[src/rtl/operand_read_stage_pkg.sv]
// Shared widths and the per-channel held-register type for the operand read stage.
package operand_read_stage_pkg;

  localparam int OPR_NUM_CH = 3;
  localparam int OPR_NUM_WB = 3;
  localparam int OPR_XLEN   = 32;
  localparam int OPR_PREG_W = 7;
  localparam int OPR_UOP_W  = 64;
  localparam int OPR_CNT_W  = 16;

  // Contents of one channel's output pipeline register.
  typedef struct packed {
    logic                valid;
    logic [OPR_XLEN-1:0] ps1_data;
    logic [OPR_XLEN-1:0] ps2_data;
    logic [OPR_UOP_W-1:0] uop;
  } opr_ch_t;

endpackage

[src/rtl/operand_read_stage_if.sv]
// Issue, PRF read, writeback-bypass and FU handshake bundle of the operand read stage.
interface operand_read_stage_if
  import operand_read_stage_pkg::*;
#(
  parameter int NUM_CH = OPR_NUM_CH,
  parameter int NUM_WB = OPR_NUM_WB,
  parameter int XLEN   = OPR_XLEN,
  parameter int PREG_W = OPR_PREG_W,
  parameter int UOP_W  = OPR_UOP_W,
  parameter int CNT_W  = OPR_CNT_W
);

  logic                              flush;
  logic [NUM_CH-1:0]                 issue_valid;
  logic [NUM_CH-1:0]                 issue_ready;
  logic [NUM_CH-1:0][PREG_W-1:0]     issue_ps1;
  logic [NUM_CH-1:0][PREG_W-1:0]     issue_ps2;
  logic [NUM_CH-1:0][UOP_W-1:0]      issue_uop;
  logic [NUM_CH-1:0]                 rd_en1;
  logic [NUM_CH-1:0]                 rd_en2;
  logic [NUM_CH-1:0][PREG_W-1:0]     rd_addr1;
  logic [NUM_CH-1:0][PREG_W-1:0]     rd_addr2;
  logic [NUM_CH-1:0][XLEN-1:0]       rd_data1;
  logic [NUM_CH-1:0][XLEN-1:0]       rd_data2;
  logic [NUM_WB-1:0]                 wb_valid;
  logic [NUM_WB-1:0][PREG_W-1:0]     wb_preg;
  logic [NUM_WB-1:0][XLEN-1:0]       wb_data;
  logic [NUM_CH-1:0]                 fu_valid;
  logic [NUM_CH-1:0]                 fu_ready;
  logic [NUM_CH-1:0][XLEN-1:0]       fu_ps1_data;
  logic [NUM_CH-1:0][XLEN-1:0]       fu_ps2_data;
  logic [NUM_CH-1:0][UOP_W-1:0]      fu_uop;
  logic [NUM_CH-1:0][CNT_W-1:0]      stall_cnt;

  // Environment side: reservation stations, PRF, writeback network and FUs.
  modport master (
    output flush, issue_valid, issue_ps1, issue_ps2, issue_uop,
    output rd_data1, rd_data2, wb_valid, wb_preg, wb_data, fu_ready,
    input  issue_ready, rd_en1, rd_en2, rd_addr1, rd_addr2,
    input  fu_valid, fu_ps1_data, fu_ps2_data, fu_uop, stall_cnt
  );

  // Stage side.
  modport slave (
    input  flush, issue_valid, issue_ps1, issue_ps2, issue_uop,
    input  rd_data1, rd_data2, wb_valid, wb_preg, wb_data, fu_ready,
    output issue_ready, rd_en1, rd_en2, rd_addr1, rd_addr2,
    output fu_valid, fu_ps1_data, fu_ps2_data, fu_uop, stall_cnt
  );

endinterface

[src/rtl/operand_read_stage_opr_bypass_mux.sv]
// Selects one source operand: zero register, lowest-index writeback hit, else PRF data.
module opr_bypass_mux
  import operand_read_stage_pkg::*;
#(
  parameter int NUM_WB = OPR_NUM_WB,
  parameter int XLEN   = OPR_XLEN,
  parameter int PREG_W = OPR_PREG_W
) (
  input  logic [PREG_W-1:0]              ps,
  input  logic [XLEN-1:0]                rd_data,
  input  logic [NUM_WB-1:0]              wb_valid,
  input  logic [NUM_WB-1:0][PREG_W-1:0]  wb_preg,
  input  logic [NUM_WB-1:0][XLEN-1:0]    wb_data,
  output logic [XLEN-1:0]                operand
);

  logic hit;

  // Walk writeback ports upward so the first match wins; p0 overrides everything.
  always_comb begin
    operand = rd_data;
    hit     = 1'b0;
    for (int unsigned w = 0; w < NUM_WB; w++) begin
      if (!hit && wb_valid[w] && (wb_preg[w] == ps)) begin
        operand = wb_data[w];
        hit     = 1'b1;
      end
    end
    if (ps == '0) operand = '0;
  end

endmodule

[src/rtl/operand_read_stage.sv]
// Registered register-read stage: PRF read, writeback bypass, per-channel
// valid/ready output register with flush and saturating stall counters.
module operand_read_stage
  import operand_read_stage_pkg::*;
#(
  parameter int NUM_CH = OPR_NUM_CH,
  parameter int NUM_WB = OPR_NUM_WB,
  parameter int XLEN   = OPR_XLEN,
  parameter int PREG_W = OPR_PREG_W,
  parameter int UOP_W  = OPR_UOP_W,
  parameter int CNT_W  = OPR_CNT_W
) (
  input  logic                 clk,
  input  logic                 rst_n,
  operand_read_stage_if.slave  bus
);

  logic [NUM_CH-1:0] ready;
  logic [NUM_CH-1:0] accept;
  logic [XLEN-1:0]   op1    [NUM_CH];
  logic [XLEN-1:0]   op2    [NUM_CH];
  opr_ch_t           held_q [NUM_CH];
  logic [CNT_W-1:0]  cnt_q  [NUM_CH];

  assign bus.issue_ready = ready;
  assign bus.rd_en1      = accept;
  assign bus.rd_en2      = accept;

  for (genvar c = 0; c < NUM_CH; c++) begin : g_ch
    // Ready ignores issue_valid so the RS can use it without a combinational loop.
    assign ready[c]        = !bus.flush && (!held_q[c].valid || bus.fu_ready[c]);
    assign accept[c]       = bus.issue_valid[c] && ready[c];
    assign bus.rd_addr1[c] = accept[c] ? bus.issue_ps1[c] : '0;
    assign bus.rd_addr2[c] = accept[c] ? bus.issue_ps2[c] : '0;

    opr_bypass_mux #(.NUM_WB(NUM_WB), .XLEN(XLEN), .PREG_W(PREG_W)) u_mux1 (
      .ps       (bus.issue_ps1[c]),
      .rd_data  (bus.rd_data1[c]),
      .wb_valid (bus.wb_valid),
      .wb_preg  (bus.wb_preg),
      .wb_data  (bus.wb_data),
      .operand  (op1[c])
    );

    opr_bypass_mux #(.NUM_WB(NUM_WB), .XLEN(XLEN), .PREG_W(PREG_W)) u_mux2 (
      .ps       (bus.issue_ps2[c]),
      .rd_data  (bus.rd_data2[c]),
      .wb_valid (bus.wb_valid),
      .wb_preg  (bus.wb_preg),
      .wb_data  (bus.wb_data),
      .operand  (op2[c])
    );

    // Output register: flush kills, accept captures (also on back-to-back), drain clears.
    always_ff @(posedge clk or negedge rst_n) begin
      if (!rst_n) begin
        held_q[c] <= '0;
      end else if (bus.flush) begin
        held_q[c].valid <= 1'b0;
      end else if (accept[c]) begin
        held_q[c] <= '{valid: 1'b1, ps1_data: op1[c], ps2_data: op2[c], uop: bus.issue_uop[c]};
      end else if (held_q[c].valid && bus.fu_ready[c]) begin
        held_q[c].valid <= 1'b0;
      end
    end

    // Count cycles a valid result waits on the FU; sticks at all-ones.
    always_ff @(posedge clk or negedge rst_n) begin
      if (!rst_n) begin
        cnt_q[c] <= '0;
      end else if (held_q[c].valid && !bus.fu_ready[c] && !bus.flush && (cnt_q[c] != '1)) begin
        cnt_q[c] <= cnt_q[c] + 1'b1;
      end
    end

    assign bus.fu_valid[c]    = held_q[c].valid;
    assign bus.fu_ps1_data[c] = held_q[c].ps1_data;
    assign bus.fu_ps2_data[c] = held_q[c].ps2_data;
    assign bus.fu_uop[c]      = held_q[c].uop;
    assign bus.stall_cnt[c]   = cnt_q[c];
  end

endmodule

[src/flat_wrapper.sv]
// flat-port wrapper written by rule: the top's interface ports become plain ports
module operand_read_stage_flat import operand_read_stage_pkg::*;
#(
  parameter int NUM_CH = OPR_NUM_CH,
  parameter int NUM_WB = OPR_NUM_WB,
  parameter int XLEN   = OPR_XLEN,
  parameter int PREG_W = OPR_PREG_W,
  parameter int UOP_W  = OPR_UOP_W,
  parameter int CNT_W  = OPR_CNT_W
)
  (clk, rst_n, bus_flush, bus_issue_valid, bus_issue_ps1, bus_issue_ps2, bus_issue_uop, bus_rd_data1, bus_rd_data2, bus_wb_valid, bus_wb_preg, bus_wb_data, bus_fu_ready, bus_issue_ready, bus_rd_en1, bus_rd_en2, bus_rd_addr1, bus_rd_addr2, bus_fu_valid, bus_fu_ps1_data, bus_fu_ps2_data, bus_fu_uop, bus_stall_cnt);
  operand_read_stage_if #(.NUM_CH(NUM_CH), .NUM_WB(NUM_WB), .XLEN(XLEN), .PREG_W(PREG_W), .UOP_W(UOP_W), .CNT_W(CNT_W)) bus_i ();
  input  logic clk;
  input  logic rst_n;
  input wire logic [$bits(bus_i.flush)-1:0] bus_flush;
  input wire logic [$bits(bus_i.issue_valid)-1:0] bus_issue_valid;
  input wire logic [$bits(bus_i.issue_ps1)-1:0] bus_issue_ps1;
  input wire logic [$bits(bus_i.issue_ps2)-1:0] bus_issue_ps2;
  input wire logic [$bits(bus_i.issue_uop)-1:0] bus_issue_uop;
  input wire logic [$bits(bus_i.rd_data1)-1:0] bus_rd_data1;
  input wire logic [$bits(bus_i.rd_data2)-1:0] bus_rd_data2;
  input wire logic [$bits(bus_i.wb_valid)-1:0] bus_wb_valid;
  input wire logic [$bits(bus_i.wb_preg)-1:0] bus_wb_preg;
  input wire logic [$bits(bus_i.wb_data)-1:0] bus_wb_data;
  input wire logic [$bits(bus_i.fu_ready)-1:0] bus_fu_ready;
  output wire logic [$bits(bus_i.issue_ready)-1:0] bus_issue_ready;
  output wire logic [$bits(bus_i.rd_en1)-1:0] bus_rd_en1;
  output wire logic [$bits(bus_i.rd_en2)-1:0] bus_rd_en2;
  output wire logic [$bits(bus_i.rd_addr1)-1:0] bus_rd_addr1;
  output wire logic [$bits(bus_i.rd_addr2)-1:0] bus_rd_addr2;
  output wire logic [$bits(bus_i.fu_valid)-1:0] bus_fu_valid;
  output wire logic [$bits(bus_i.fu_ps1_data)-1:0] bus_fu_ps1_data;
  output wire logic [$bits(bus_i.fu_ps2_data)-1:0] bus_fu_ps2_data;
  output wire logic [$bits(bus_i.fu_uop)-1:0] bus_fu_uop;
  output wire logic [$bits(bus_i.stall_cnt)-1:0] bus_stall_cnt;
  assign bus_i.flush = bus_flush;
  assign bus_i.issue_valid = bus_issue_valid;
  assign bus_i.issue_ps1 = bus_issue_ps1;
  assign bus_i.issue_ps2 = bus_issue_ps2;
  assign bus_i.issue_uop = bus_issue_uop;
  assign bus_i.rd_data1 = bus_rd_data1;
  assign bus_i.rd_data2 = bus_rd_data2;
  assign bus_i.wb_valid = bus_wb_valid;
  assign bus_i.wb_preg = bus_wb_preg;
  assign bus_i.wb_data = bus_wb_data;
  assign bus_i.fu_ready = bus_fu_ready;
  assign bus_issue_ready = bus_i.issue_ready;
  assign bus_rd_en1 = bus_i.rd_en1;
  assign bus_rd_en2 = bus_i.rd_en2;
  assign bus_rd_addr1 = bus_i.rd_addr1;
  assign bus_rd_addr2 = bus_i.rd_addr2;
  assign bus_fu_valid = bus_i.fu_valid;
  assign bus_fu_ps1_data = bus_i.fu_ps1_data;
  assign bus_fu_ps2_data = bus_i.fu_ps2_data;
  assign bus_fu_uop = bus_i.fu_uop;
  assign bus_stall_cnt = bus_i.stall_cnt;
  operand_read_stage #(.NUM_CH(NUM_CH), .NUM_WB(NUM_WB), .XLEN(XLEN), .PREG_W(PREG_W), .UOP_W(UOP_W), .CNT_W(CNT_W)) u_core (.clk(clk), .rst_n(rst_n), .bus(bus_i));
endmodule
[config.mk]
export PLATFORM = sky130hd
export DESIGN_NAME = operand_read_stage_flat
export DESIGN_NICKNAME = d
export VERILOG_FILES = /design/src/rtl/operand_read_stage_pkg.sv /design/src/rtl/operand_read_stage_if.sv /design/src/rtl/operand_read_stage_opr_bypass_mux.sv /design/src/rtl/operand_read_stage.sv /design/src/flat_wrapper.sv
export SDC_FILE = /design/constraint.sdc
export NUM_CORES = 1
export LEC_CHECK = 0
export ABC_AREA = 1
export CAP_MARGIN = 20
export CORE_AREA = 2 2 409 411
export CTS_CLUSTER_DIAMETER = 30
export DETAILED_ROUTE_END_ITERATION = 10
export DIE_AREA = 0 0 411 413
export PLACE_DENSITY = 0.37
export REMOVE_ABC_BUFFERS = 1
export SYNTH_ARGS = -nofsm -noshare
export SYNTH_HDL_FRONTEND = slang
export SYNTH_SLANG_ARGS = --single-unit
[constraint.sdc]
create_clock -name clk -period 2.1 [get_ports clk]
set_input_delay 0.525 -clock clk [delete_from_list [all_inputs] [get_ports clk]]
set_output_delay 0.525 -clock clk [all_outputs]
set_load 0.01 [all_outputs]
-- Word-level counts from Yosys, hierarchy flattened
Index checks and enable logic that the tools add are counted.
- bits in registers: 435
- input port bits: 555
- output and inout port bits: 486
- word-level logic and storage cells: 173
- add/subtract/negate cells: 3
- equal/unequal tests: 21
- multiplexer cells: 51
- bitwise logic cells: 1
- reductions and logical operators: 82
- operator list (cell ; number):
    $mux W32 ; 24
    $eq A7 B7 Y1 ; 18
    $add A16 B1 Y16 const B ; 3
    $logic_and A1 B1 Y1 ; 48
    $ne A16 B16 Y1 const B ; 3
    $logic_not A7 Y1 ; 6
    $mux W7 ; 6
    $mux W1 ; 21
    $logic_not A1 Y1 ; 19
    $reduce_bool A3 Y1 ; 3
    $reduce_and A2 Y1 ; 3
    $logic_or A1 B1 Y1 ; 3
    $not A1 Y1 ; 1

-- Depth between registers and ports, before layout
Gate-level depths: netlist of the first run.
- depth after elaboration: 12
- gate-level depth with buffers: 16
- depth with buffers taken out: 13

-- Modules after synthesis
A second synthesis of the first run with hierarchy kept.
- cells, all modules: 5341
- area, all modules: 31251.2 um^2
- modules (own cells, without submodules) (module ; times used ; cells an instance ; area each (um^2) ; seq. area each (um^2)):
    operand_read_stage ; 1 ; 2161 ; 17790.8 ; 10885.4
    opr_bypass_mux ; 6 ; 530 ; 2243.4 ; 0.0

-- Worst setup path before layout of the first run
OpenSTA, ideal clock, no wires.
- kind: input-to-output
- start: input port bus_flush
- end: output port bus_rd_en2[0]
- arrival: 1.760 ns
- data required time: 1.575 ns
- slack: -0.185 ns
- stages: 6
- buffers on the path: 3
- cells stage by stage: buf_2 > a21oi_1 > nand2_1 > inv_2 > clkbuf_1 > buf_4
- word-level cells in the longest chain between the ends: 3
- RTL lines (item ; line ; text):
    start, declared ; flat_wrapper.sv:15 ; input wire logic [$bits(bus_i.flush)-1:0] bus_flush;
    $logic_not A1 Y1 ; operand_read_stage.sv:31 ; assign ready[c] = !bus.flush && (!held_q[c].valid || bus.fu_ready[c]);
    $logic_and A1 B1 Y1 ; operand_read_stage.sv:31 ;
    via bus_issue_ready[0] ; flat_wrapper.sv:26 ; output wire logic [$bits(bus_i.issue_ready)-1:0] bus_issue_ready;
    $logic_and A1 B1 Y1 ; operand_read_stage.sv:32 ; assign accept[c] = bus.issue_valid[c] && ready[c];
    end, declared ; flat_wrapper.sv:28 ; output wire logic [$bits(bus_i.rd_en2)-1:0] bus_rd_en2;
The timed path passes the listed nets, and every way through them passes these cells.

-- Worst setup path after layout of the first run
- start: register u_core.held_q (netlist bit u_core.bus.fu_valid[2])
- end: output port bus_rd_addr1[16]
- word-level cells in the longest chain between the ends: 5
- RTL lines (item ; line ; text):
    start, declared ; operand_read_stage.sv:22 ; opr_ch_t held_q [NUM_CH];
    start signal, assigned by index ; operand_read_stage.sv:61 ; held_q[c] <= '{valid: 1'b1, ps1_data: op1[c], ps2_data: op2[c], uop: bus.issue_uop[c]};
    $logic_not A1 Y1 ; operand_read_stage.sv:31 ;
    $logic_or A1 B1 Y1 ; operand_read_stage.sv:31 ;
    $logic_and A1 B1 Y1 ; operand_read_stage.sv:31 ;
    $logic_and A1 B1 Y1 ; operand_read_stage.sv:32 ;
    $mux W7 ; operand_read_stage.sv:33 ; assign bus.rd_addr1[c] = accept[c] ? bus.issue_ps1[c] : '0;
    end, declared ; flat_wrapper.sv:29 ; output wire logic [$bits(bus_i.rd_addr1)-1:0] bus_rd_addr1;
No other way between the ends.

==> results of run 1 <==
==> power by group through the flow <==
stage	clock, W	sequential (W)	combinational, W
4_1_cts	0.0271	0.0108	0.00957
2_1_floorplan	0	0.0112	0.00245
3_3_place_gp	0	0.0109	0.0101
3_5_place_dp	0	0.0109	0.0101
6_report	0.0266	0.0108	0.00958
5_1_grt	0.0276	0.0109	0.0103
==> critical path: cells and delay by family, from the launching register on <==
| family | cells | cell delay (ns) |
|---|---|---|
| DFF | 1 | 0.39 |
| and+or+nand+nor | 2 | 0.21 |
| AOI/OAI and AO/OA | 1 | 0.13 |
| buffers and inverters | 4 | 0.58 |
==> metal layers <==
layer / up-vias / part of all wire [%] / global-route usage (%)
li1: 16500 / - / -
met4: 20 / 3.6 / 9.38
met2: 1681 / 48 / 41.3
met3: 384 / 7.6 / 6.33
met1: 17100 / 41 / 30.0
met5: - / 0.063 / 0
==> stage by stage <==
| step | TNS (ns) | total power, W |
|---|---|---|
| 2_1_floorplan | -1192.76 | 0.0137 |
| 3_3_place_gp | -402.71 | 0.0210 |
| 3_5_place_dp | -404.66 | 0.0209 |
| 4_1_cts | -28.10 | 0.0474 |
| 5_1_grt | -39.91 | 0.0489 |
| 6_report | -29.95 | 0.0470 |
==> sequential cells by signal, indices dropped and copies added (netlist names) <==
register,flops
u_core.bus.fu_ps1_data,96
u_core.bus.fu_ps2_data,96
u_core.bus.fu_uop,192
u_core.bus.fu_valid,3
u_core.bus.stall_cnt,48
==> repair_timing <==
action,in CTS,in global routing
setup buffers,39,37
setup endpoints to repair,753,245
hold buffers,1,0
endpoints found under the hold margin,56,0
gates cloned,6,2
pin swaps,24,26
gates resized for setup,1118,148
==> logic make-up after synthesis <==
family	after synthesis	synth area share [%]
adders and majority gates	3	0.139
AOI/OAI and AO/OA	51	0.956
DFF	435	40.2
buffers and inverters	395	6.52
xor gates and xnor gates	52	1.68
and+or+nand+nor	3388	50.5
==> area by class of cell <==
type                            instances  area, um^2  share of cell area, %
Antenna cell                           20        50.0                 0.0982
Clock buffer                          278        5340                   10.5
Clock inverter                         44         845                   1.66
Inverter                              142         561                   1.10
Multi-Input combinational cell       3497       15300                   30.0
Sequential cell                       435       10900                   21.4
Tap cell                             2204        2760                   5.41
Timing Repair Buffer                 1521       15200                   29.8
==> cell usage in the layout (no fill, tap or decap), types with 51 or more instances in the layout <==
cell type and instances:
buf_6 70, nand3_1 587, nor2_1 430, clkdlybuf4s50_1 540, clkdlybuf4s15_2 62, inv_1 114, dlygate4sd2_1 246, nand2_1 2164
buf_4 326, clkbuf_8 51, nor2_4 53, buf_12 105, clkdlybuf4s15_1 98, clkbuf_16 180, nor2_2 51, dfrtp_1 414
==> worst min-delay path by stage <==
stage / start / end / cells past startpoint
after global placement: rst_n / u_core.bus.fu_ps2_data[90]$_DFFE_PN0P_ / 1
after floorplan: rst_n / u_core.bus.fu_ps1_data[0]$_DFFE_PN0P_ / 0
after CTS: rst_n / u_core.bus.fu_ps2_data[93]$_DFFE_PN0P_ / 2
after detailed placement: rst_n / u_core.bus.fu_ps2_data[90]$_DFFE_PN0P_ / 1
final: rst_n / u_core.bus.fu_ps2_data[93]$_DFFE_PN0P_ / 2
after global routing: rst_n / u_core.bus.fu_ps2_data[93]$_DFFE_PN0P_ / 2
==> run metrics, run 1 <==
Initial Utilization 16.3%; Ys Warns 0; max cap viols 0; Critical Path End bus_rd_addr1[16]; Worst Path Arrival 2.14 ns; gpl congestion 0.914; FF-to-FF path depth 15; Static Leakage 26.1 nW; I/O Pins 1041; final setup fails 117; clock share of power 56.7%; Final period util 127%; net load switching power 0.0140 W; initial antenna violation count 44; Net Sw Frac 29.8%; clk buf depth 3; CTS Sinks 435; Yosys top cell area share 40.2%; die width 411 um; relative slew slack 51.2%; hold crit path type in2async; CP max FO 6; failing checks setup timing; CP max stage delay 0.39 ns; Main synth FF type dfrtp_1; Synth async-reset ratio 100%; CP max-delay cell dfrtp_1; fillers 18200; placed instance area 43600 um^2; CORE AREA 166000 um^2; area delta synth->final 88.1%; worst vdd ir 872 uV; Fin. Hold Viols 0; critical path class reg2out; Post-DRT Antenna Nets 0; DRT Pass-1 Iters 6; Startpoint Class flip-flop; Fin Hold WS 0.188 ns; Logic pwr share 20.4%; Post-synth EDFFs 0; Critical Path RT 1.57 ns; CTS tree built; drt total wl 216 mm; syn avg cell area 6.26 um^2; Worst-Skew Late Latency 0.81 ns; via-per-instance ratio 4.39; final design utilization 30.7%; WL/cell 26.6 um; Num CTS Buffers 176; first-pass GRT wire length 291 mm; top cells by area, synth dfrtp_1, nand2_1, nand3_1, nor2_1, buf_2; H-tree levels 4; count leader, synth nand2_1; flop-to-flop setup slack -0.20 ns; Cells after DPL 7726; dominant cell type by area after synthesis dfrtp_1; largest net degree at the start of global routing 86; Int Power 0.0330 W; clk root buf clkbuf_16; non-filler instance count after layout 8141; DP Worst Slack -1.23 ns; minimum clock period 2.67 ns; Slew Viols, Final 0; layout cell share with drive strength beyond 1 18.7%; CTS clk-pin slew, worst paths 0.04 ns; CP Launch Point u_core.bus.fu_valid[2]$_DFFE_PN0P_; Seq/Total Area, Yosys 40.2%; DRC 0; Pwr per Cell Area 922 nW/um^2; Clock Skew 0.0529 ns; Overflow after GRT 0; r2r endpoint u_core.bus.fu_ps2_data[11]$_DFFE_PN0P_; Final Net Count 6331; status finished, violations left; die height 413 um; worst path cell trace a21oi_1 > buf_4 > nand2_8 > buf_12 > buf_16 > nor2_4 > buf_6; worst-margin pin slew 0.733 ns; port buffer count 1040; Reg2Reg Launch Point u_core.bus.fu_valid[0]$_DFFE_PN0P_; RSZ-0062 raised after global routing yes; vias in the first global route 35500; starting DRC count in detailed routing 2807; vias 35700; Post-Synthesis Cells 4324; Final HPWL DP 163 mm; Max Clk Rate 0.375 GHz; Flop pwr share 23.0%; post-synthesis instance area 27100 um^2; setup ws final -0.569 ns; count of cell types in the netlist 30; kind of end point of the critical path output pin; post-route cell area 51000 um^2; Synth Register Bits 435; Commonest cells post-synth nand2_1, nand3_1, nor2_1, dfrtp_1, buf_2; row cnt 150; full die area 170000 um^2; GRT Total Usage 24.6%
Power figures use the tool's default switching activity.
==> run 2, diff against run 1 <==
--- a/config.mk
+++ b/config.mk
@@ -12,6 +12,7 @@
 export DETAILED_ROUTE_END_ITERATION = 10
 export DIE_AREA = 0 0 411 413
 export PLACE_DENSITY = 0.37
+export RECOVER_POWER = 50
 export REMOVE_ABC_BUFFERS = 1
 export SYNTH_ARGS = -nofsm -noshare
 export SYNTH_HDL_FRONTEND = slang
==> run 2 against run 1 <==
Compared with the run above:
- the run still ends with setup timing left
- sequential power is essentially flat
- clock-buffer cell count is the same
- clock power is essentially flat
- worst setup slack lost 0.0094 ns
- non-clock buffer count is the same
- wire length is essentially flat
- critical endpoint unchanged
- largest power group unchanged
==> run metrics, run 2 (synthesized netlist as in run 1, its figures left out) <==
WL met2 104 mm (was 103 mm); Final period util 128% (was 127%); Slew Viols, Final 0 (unchanged); full die area 170000 um^2 (unchanged); I/O Pins 1041 (unchanged); Post-DRT Antenna Nets 0 (unchanged); initial antenna violation count 44 (unchanged); DRC 0 (unchanged); area delta synth->final 87.5% (was 88.1%); clk buf depth 3 (unchanged); max reg flops 192 (unchanged); CTS clk-pin slew, worst paths 0.04 ns (about the same); Clock Skew 0.0527 ns (was 0.0529 ns); max cap viols 0 (unchanged); Critical Path RT 1.57 ns (about the same); largest net degree at the start of global routing 86 (unchanged); Num CTS Buffers 176 (unchanged); Initial Utilization 16.3% (unchanged); Worst-Skew Late Latency 0.81 ns (about the same); DRT Pass-1 Iters 6 (unchanged); gpl congestion 0.914 (unchanged); Static Leakage 26.0 nW (was 26.1 nW); H-tree levels 4 (unchanged); kind of end point of the critical path output pin (unchanged); clock share of power 56.7% (about the same); CORE AREA 166000 um^2 (unchanged); status finished, violations left (unchanged); worst vdd ir 872 uV (about the same); final setup fails 181 (was 117); relative slew slack 22.5% (was 51.2%); worst-margin pin slew 1.16 ns (was 0.733 ns); WL/cell 26.6 um (about the same); minimum clock period 2.68 ns (was 2.67 ns); Max Clk Rate 0.373 GHz (was 0.375 GHz); Logic pwr share 20.3% (was 20.4%); post-route cell area 50800 um^2 (was 51000 um^2); Final HPWL DP 163 mm (unchanged); most common cell after layout, fill and taps aside nand2_1 (unchanged); most frequent cells in the layout nand2_1, nand3_1, clkdlybuf4s50_1 (unchanged); met3 wire length 16.3 mm (was 16.5 mm); Overflow after GRT 0 (unchanged); critical path class reg2out (unchanged); fillers 18200 (about the same); vias in the first global route 35500 (unchanged); vias 35700 (about the same); clk root buf clkbuf_16 (unchanged); Fin. Hold Viols 0 (unchanged); net load switching power 0.0140 W (about the same); met1 WL 88.4 mm (was 88.3 mm); Net Sw Frac 29.8% (about the same); Final Net Count 6331 (unchanged); row cnt 150 (unchanged); CTS tree built (unchanged); die height 413 um (unchanged); setup ws final -0.578 ns (was -0.569 ns); drt total wl 216 mm (about the same); Flop pwr share 23.0% (about the same); hold crit path type in2reg (was in2async); failing checks setup timing (unchanged); CTS Sinks 435 (unchanged); final design utilization 30.6% (was 30.7%); Startpoint Class flip-flop (unchanged); layout cell share with drive strength beyond 1 18.5% (was 18.7%); DR top layer met5 (unchanged); Int Power 0.0329 W (was 0.0330 W); GRT Total Usage 24.6% (unchanged); Worst Path Arrival 2.15 ns (was 2.14 ns); first-pass GRT wire length 291 mm (unchanged); port buffer count 1040 (unchanged); via-per-instance ratio 4.39 (about the same); placed instance area 43600 um^2 (unchanged); CP max FO 6 (unchanged); Pwr per Cell Area 924 nW/um^2 (was 922 nW/um^2); RSZ-0062 raised after global routing yes (unchanged); die width 411 um (unchanged); starting DRC count in detailed routing 2872 (was 2807)
run 2: stage by stage:
step	setup WS (ns)	total power, W	instances	setup TNS (ns)	hold slack (ns)
after floorplan	-3.42	0.0137	4071	-1192.76	0.229
after global placement	-1.25	0.0210	7726	-402.71	0.446
after detailed placement	-1.23	0.0209	7726	-404.66	0.446
after CTS	-0.671	0.0474	8090	-28.10	0.139
after global routing	-0.646	0.0489	8137	-73.29	0.209
final	-0.578	0.0469	8140	-53.84	0.246
run 2: path summary, 6_finish.rpt:
path / start / to / slack, ns / cells after the start
max: u_core.bus.fu_valid[2]$_DFFE_PN0P_ / bus_rd_addr1[16] / -0.58 / 7
max reg2reg: u_core.bus.fu_valid[1]$_DFFE_PN0P_ / u_core.bus.fu_ps1_data[43]$_DFFE_PN0P_ / -0.44 / 12
min in group asynchronous: rst_n / u_core.bus.fu_ps2_data[93]$_DFFE_PN0P_ / 0.48 / 2
min reg2reg: u_core.bus.fu_uop[30]$_DFFE_PN0P_ / u_core.bus.fu_uop[30]$_DFFE_PN0P_ / 0.47 / 2
min: bus_issue_uop[186] / u_core.bus.fu_uop[186]$_DFFE_PN0P_ / 0.25 / 3
max in group asynchronous: rst_n / u_core.bus.fu_uop[171]$_DFFE_PN0P_ / 0.13 / 4
run 2: timing repair:
| action | in CTS | in global routing |
|---|---|---|
| gates cloned | 6 | 2 |
| pin swaps | 24 | 26 |
| hold endpoints to repair | 56 | 0 |
| resized for setup | 1118 | 148 |
| endpoints found under the setup margin | 753 | 245 |
| hold buffers | 1 | 0 |
| buffers inserted | 39 | 37 |
run 2: power by group through the flow:
| stage | sequential, W | clock (W) | combinational, W |
|---|---|---|---|
| 2_1_floorplan | 0.0112 | 0 | 0.00245 |
| 6_report | 0.0108 | 0.0266 | 0.00954 |
| 4_1_cts | 0.0108 | 0.0271 | 0.00957 |
| 3_5_place_dp | 0.0109 | 0 | 0.0101 |
| 3_3_place_gp | 0.0109 | 0 | 0.0101 |
| 5_1_grt | 0.0109 | 0.0276 | 0.0103 |
run 2: layout make-up:
type / instances / area, um^2 / area share, %
diodes: 19 / 47.5 / 0.0936
clock inverters: 44 / 845 / 1.66
well taps: 2204 / 2760 / 5.43
inverters: 142 / 559 / 1.10
multi-input cells: 3497 / 15300 / 30.1
flip-flops and latches: 435 / 10900 / 21.5
clock buffers: 278 / 5340 / 10.5
repair buffers: 1521 / 15100 / 29.6
run 2: critical path: stages (launching register included):
cell	delay, ns
dfrtp_1	0.39
a21oi_1	0.13
buf_4	0.15
nand2_8	0.08
buf_12	0.16
buf_16	0.15
nor2_4	0.14
buf_6	0.12
run 2: metal layers:
| metal | GRT usage, % | vias to the layer above |
|---|---|---|
| li1 | - | 16500 |
| met1 | 30.0 | 17100 |
| met2 | 41.3 | 1656 |
| met3 | 6.33 | 387 |
| met4 | 9.38 | 22 |
| met5 | 0 | - |
